<file path="src/rtl/sync_fifo_pkg.sv">
// -----------------------------------------------------------------------------
// sync_fifo_pkg
// Holds the shared constants and pointer-width helpers for the sync_fifo_cs
// FIFO and its pointer sub-module.
//   DATA_W_DEF : default data word width
//   DEPTH_DEF  : default number of storage entries
//   addr_w()   : bits needed to index the storage array
//   ptr_w()    : pointer width, which is the index bits plus one wrap bit
// -----------------------------------------------------------------------------
package sync_fifo_pkg;

   localparam int DATA_W_DEF = 32;
   localparam int DEPTH_DEF  = 8;

   function automatic int addr_w(input int depth);
      return $clog2(depth);
   endfunction

   function automatic int ptr_w(input int depth);
      return $clog2(depth) + 1;
   endfunction

endpackage

</file>
<file path="src/rtl/sync_fifo_ptr.sv">
// -----------------------------------------------------------------------------
// sync_fifo_ptr
// A FIFO pointer register. It counts up on each accepted operation and wraps
// by natural binary rollover. The MSB toggles once per lap of the storage
// array and acts as the wrap bit.
// Ports:
//   i_clk  : rising-edge clock
//   i_rst  : synchronous active-high reset, which clears the pointer
//   i_inc  : advance the pointer by one
//   o_ptr  : current pointer value, including the wrap bit
// -----------------------------------------------------------------------------
module sync_fifo_ptr #(
   parameter int PTR_W = 4
) (
   input  logic             i_clk,
   input  logic             i_rst,
   input  logic             i_inc,
   output logic [PTR_W-1:0] o_ptr
);

   logic [PTR_W-1:0] r_ptr;

   always_ff @(posedge i_clk) begin
      if (i_rst)
         r_ptr <= '0;
      else if (i_inc)
         r_ptr <= r_ptr + PTR_W'(1);
   end

   assign o_ptr = r_ptr;

endmodule

</file>
<file path="src/rtl/sync_fifo_cs.sv">
// -----------------------------------------------------------------------------
// sync_fifo_cs
// A single-clock FIFO with chip-select gating, registered read data, and
// combinational full and empty flags that are derived from the two pointers.
// Optional macro FIFO_STATUS_EN adds the count and err status outputs.
// Ports:
//   clk      : rising-edge clock
//   rst      : synchronous active-high reset. It clears both pointers and
//              data_out; memory contents are kept.
//   cs       : chip select. When it is low, wr_enb and rd_enb are ignored.
//   wr_enb   : write request
//   rd_enb   : read request
//   data_in  : write data
//   data_out : registered read data. It holds its value when no read is
//              accepted.
//   f / e    : full / empty flags
//   count    : (FIFO_STATUS_EN) occupancy, from 0 to fifo_depth
//   err      : (FIFO_STATUS_EN) sticky flag for a dropped write or an
//              ignored read
// -----------------------------------------------------------------------------
module sync_fifo_cs
   import sync_fifo_pkg::*;
#(
   parameter int data_depth = DATA_W_DEF,
   parameter int fifo_depth = DEPTH_DEF
) (
   input  logic                      clk,
   input  logic                      rst,
   input  logic                      cs,
   input  logic                      wr_enb,
   input  logic                      rd_enb,
   input  logic [data_depth-1:0]     data_in,
   output logic [data_depth-1:0]     data_out,
`ifdef FIFO_STATUS_EN
   output logic [ptr_w(fifo_depth)-1:0] count,
   output logic                      err,
`endif
   output logic                      f,
   output logic                      e
);

   localparam int ADDR_W = addr_w(fifo_depth);
   localparam int PTR_W  = ptr_w(fifo_depth);

   logic [data_depth-1:0] r_mem [fifo_depth];
   logic [data_depth-1:0] r_data_out;
   logic [PTR_W-1:0]      w_wr_ptr;
   logic [PTR_W-1:0]      w_rd_ptr;
   logic                  w_rd_acc;
   logic                  w_wr_acc;

   assign e = (w_wr_ptr == w_rd_ptr);
   assign f = (w_wr_ptr[PTR_W-1] != w_rd_ptr[PTR_W-1]) &&
              (w_wr_ptr[ADDR_W-1:0] == w_rd_ptr[ADDR_W-1:0]);

   assign w_rd_acc = cs && rd_enb && !e;
   // When the FIFO is full, a read accepted in the same cycle frees the slot
   // the write targets. The write is therefore taken as well. The read gets
   // the old word because memory updates non-blocking.
   assign w_wr_acc = cs && wr_enb && (!f || w_rd_acc);

   sync_fifo_ptr #(.PTR_W(PTR_W)) u_wr_ptr (
      .i_clk (clk),
      .i_rst (rst),
      .i_inc (w_wr_acc),
      .o_ptr (w_wr_ptr)
   );

   sync_fifo_ptr #(.PTR_W(PTR_W)) u_rd_ptr (
      .i_clk (clk),
      .i_rst (rst),
      .i_inc (w_rd_acc),
      .o_ptr (w_rd_ptr)
   );

   // Storage is not reset. Stale entries are never visible because the
   // pointers gate every access.
   always_ff @(posedge clk) begin
      if (!rst && w_wr_acc)
         r_mem[w_wr_ptr[ADDR_W-1:0]] <= data_in;
   end

   always_ff @(posedge clk) begin
      if (rst)
         r_data_out <= '0;
      else if (w_rd_acc)
         r_data_out <= r_mem[w_rd_ptr[ADDR_W-1:0]];
   end

   assign data_out = r_data_out;

`ifdef FIFO_STATUS_EN
   logic r_err;
   logic w_wr_drop;
   logic w_rd_drop;

   assign w_wr_drop = cs && wr_enb && !w_wr_acc;
   assign w_rd_drop = cs && rd_enb && !w_rd_acc;

   always_ff @(posedge clk) begin
      if (rst)
         r_err <= 1'b0;
      else if (w_wr_drop || w_rd_drop)
         r_err <= 1'b1;
   end

   assign count = w_wr_ptr - w_rd_ptr;
   assign err   = r_err;
`endif

endmodule

</file>
<file path="config.mk">
export PLATFORM = sky130hd
export DESIGN_NAME = sync_fifo_cs
export DESIGN_NICKNAME = d
export VERILOG_FILES = /design/src/rtl/sync_fifo_pkg.sv /design/src/rtl/sync_fifo_ptr.sv /design/src/rtl/sync_fifo_cs.sv
export SDC_FILE = /design/constraint.sdc
export NUM_CORES = 1
export LEC_CHECK = 0
export ABC_AREA = 1
export CORE_MARGIN = 8
export CORE_UTILIZATION = 40
export CTS_BUF_LIST = sky130_fd_sc_hd__clkbuf_8 sky130_fd_sc_hd__clkbuf_16
export CTS_CLUSTER_SIZE = 8
export DETAILED_ROUTE_END_ITERATION = 6
export GPL_TIMING_DRIVEN = 0
export PLACE_DENSITY_LB_ADDON = 0.05
export REMOVE_ABC_BUFFERS = 1
export SLEW_MARGIN = 15
export SYNTH_ARGS = -nofsm -noshare
export SYNTH_HDL_FRONTEND = slang
export SYNTH_SLANG_ARGS = --single-unit
export TNS_END_PERCENT = 30
</file>
<file path="constraint.sdc">
create_clock -name clk -period 3.2 [get_ports clk]
set_clock_uncertainty 0.05 [all_clocks]
set_input_delay 0.32 -clock clk [delete_from_list [all_inputs] [get_ports clk]]
set_output_delay 0.32 -clock clk [all_outputs]
set_load 0.05 [all_outputs]
</file>
==> results.py <==
metrics = {
    "floorplan": {
        "fp.coreArea_um2": 28800,
        "die_width_um": 187,
        "initial_utilization_pct": 40.8,
        "rows": 62,
        "dieHeight_um": 187,
        "io_pins": 71,
        "dieArea_um2": 35100,
    },
    "timing": {
        "rsz0062_at_grt": "yes",
        "relSlewSlack_pct": 42.6,
        "min_period_over_period_pct": 94.0,
        "timing.fmax_mhz": 333,
        "tns_ns": 0,
        "setup_viol": 0,
        "layout_min_cycle_time_ns": 3.01,
        "worstMarginPinSlew_ns": 0.861,
        "whs_ns": 0.462,
        "finalHoldViolCount": 0,
        "slew_viol_final": 0,
    },
    "yosys": {
        "synth.distinct_cells": 27,
        "synth_area_per_cell_um2": 11.2,
        "synth_top_area_share_pct": 65.5,
        "syn_inst": 1044,
        "synth-warning-count": 0,
        "ys_seq_elements": 296,
        "post-synth-top-area-cell": "edfxtp_1",
        "ys_seq_area_share_pct": 72.3,
        "synthesis.area_um2": 11700,
        "synth_area_leaders": "edfxtp_1 66%, nor2_1 7.7%, dfxtp_1 6.8%",
    },
    "clocking": {
        "clk_latency_ns": 0.52,
        "cts_num_sinks": 296,
        "cts_tree": "done",
        "cts_buffers": 42,
        "cts_max_level": 2,
        "clk_pin_slew_ns": 0.05,
        "root_buffer": "clkbuf_16",
        "clockBufferDepth": 3,
    },
    "route": {
        "via_count": 7501,
        "ant_nets": 0,
        "routed_via_density": 4.87,
        "drc": 0,
        "first_pass_iters": 4,
        "drtIter0Drc": 376,
        "routed_wl_mm": 27.3,
        "wl_per_cell_um": 17.7,
    },
    "critical_path": {
        "cp_max_fo": 97,
        "setup.worst_path.end_class": "output pin",
        "cp.arrival_ns": 2.64,
        "ff2ff_setup_slack_ns": 0.21,
        "cp_slowest_cell": "dfxtp_2",
        "critPathRequiredTime_ns": 2.83,
        "critPathMaxStageDelay_ns": 0.55,
        "cpMostUsedCell": "nand2_1",
        "startpoint_type": "flop",
        "critPathKind": "flop to output pin",
        "path_cells": "buf_12 > inv_16 > nand2_1 > nand2_1 > nor2_4 > nand3_2 > inv_1 > dlygate4sd2_1",
    },
    "pwr": {
        "p_sw_share_pct": 22.3,
        "pwr-share-clk_pct": 44.6,
        "pwr-share-seq_pct": 48.5,
        "p_comb_share_pct": 6.9,
        "vdd_drop_max_mv": 0.368,
        "p_int_mw": 6.85,
        "p_switching_mw": 1.97,
        "p_per_area_nw_per_um2": 613,
        "leakage_nw": 5.31,
    },
    "global_routing": {
        "overflow": 0,
        "grt_max_degree": 98,
        "grt_use_total_pct": 15.1,
        "antenna_found_initial": 1,
        "grt_pass1_wl_mm": 41.9,
        "first_global_vias": 7258,
    },
    "final_layout": {
        "drive_gt1_share_pct": 7.52,
        "fin_nets": 1163,
        "fin_cells": 1541,
        "diodes": 0,
        "syn_to_final_growth_pct": 22.7,
    },
    "place": {
        "portBuffers": 70,
        "place_congestion": 0.702,
        "placed_cells": 1456,
        "dp_hpwl_mm": 14.7,
    },
    "job": {
        "maxCapViolations": 0,
    },
    "status": {
        "status": "finished clean",
    },
    "min_path": {
        "hp-class": "flop to flop",
    },
}
## critical path, delay by kind of cell (launching register included)
kind                   cells  cell delay [ns]
and+or+nand+nor            4             0.50
DFF                        1             0.55
buffers and inverters      4             1.04
## logic make-up after synthesis
logic type	after synthesis	share of synthesized area [%]
AO/OA/AOI/OAI	197	8.74
XOR/XNOR	4	0.299
adder cells (fa/ha/maj)	2	0.213
buffers and inverters	106	4.05
flip-flops	296	72.3
AND/OR/NAND/NOR	439	14.4
## Yosys cell counts
library cell and count:
nand3_1 7, buf_2 12, buf_6 1, inv_4 1, buf_4 8, o22ai_1 32
inv_1 44, nand2_1 186, dfxtp_1 40, edfxtp_1 256, nand4_1 2, xor2_1 2
o21ai_1 10, buf_1 3, ha_1 2, nor2_1 240, nand2_4 1, clkbuf_1 33
nor2_4 1, nor3_1 1, a21oi_1 5, inv_2 1, clkinv_1 1, xnor2_1 2
o21ai_0 150, nand3_2 1, buf_8 2
## final timing paths
kind | endpoint | start | depth (start not counted)
worst max-delay path | e | u_rd_ptr.o_ptr[1] | 8
worst min-delay path | data_out[22] | data_out[22] | 4
worst max register to register | r_mem[5][13] | u_rd_ptr.o_ptr[0] | 12
worst min register to register | data_out[22] | data_out[22] | 4
## placed cells by master, fill, tap and decap left out, types with 2 or more instances in the layout
cell type	Yosys	final
dfxtp_1	40	37
buf_16	0	10
dfxtp_2	0	2
nor2_1	240	232
inv_1	44	76
a21oi_1	5	5
nand4_1	2	2
o21ai_1	10	10
clkbuf_16	0	43
xor2_1	2	2
o22ai_1	32	32
edfxtp_1	256	256
clkdlybuf4s50_1	0	68
nand3_1	7	7
o21ai_0	150	150
buf_4	8	7
nand2_1	186	186
inv_6	0	2
nor2_4	1	9
xnor2_1	2	2
ha_1	2	2
buf_12	0	8
dlygate4sd2_1	0	2
## layout make-up
type / count / area [um^2]
sequential: 296 / 8490
tap: 384 / 480
inverter: 47 / 199
clock inverter: 34 / 133
multi-input combinational: 642 / 2830
fill: 2600 / 14400
clock buffer: 43 / 1080
timing repair buffer: 95 / 1190
## power by group through the flow
stage,Clock [mW],Sequential [mW],Combinational [mW]
finish,3.93,4.28,0.612
global route,4.19,4.28,0.674
CTS,4.04,4.27,0.622
detailed placement,0,4.35,0.620
global placement,0,4.39,0.561
floorplan,0,4.47,0.237
## timing repair
item	4_1_cts	5_1_grt
setup buffers	6	2
pin swaps	4	1
hold buffers	0	0
gates cloned	0	0
resized for setup	5	1
hold endpoints to repair	0	0
setup endpoints to repair	237	45
## through the flow
step                      worst slack, ns  area, um^2  power, mW  util (%)
after global placement              -6.65       12600       4.95      43.8
after CTS                          0.0415       14400       8.94      50.0
after floorplan                     -2.06       11400       4.71         -
after global routing              -0.0358       14400       9.14      50.0
final                               0.193       14400       8.82      50.0
after detailed placement           -0.672       13100       4.97      45.5
## sequential cells by signal, summed over array words and instances (netlist names)
register / count
u_rd_ptr.o_ptr: 4
data_out: 32
u_wr_ptr.o_ptr: 4
r_mem: 256
## layer usage
layer	vias up	part of all wire, %	GRT usage (%)
met5	-	0.048	0
met4	2	1.7	4.12
met3	42	4.4	3.06
met2	120	47	25.4
met1	3600	47	19.6
li1	3737	-	-
(Power assumes the default switching activity.)
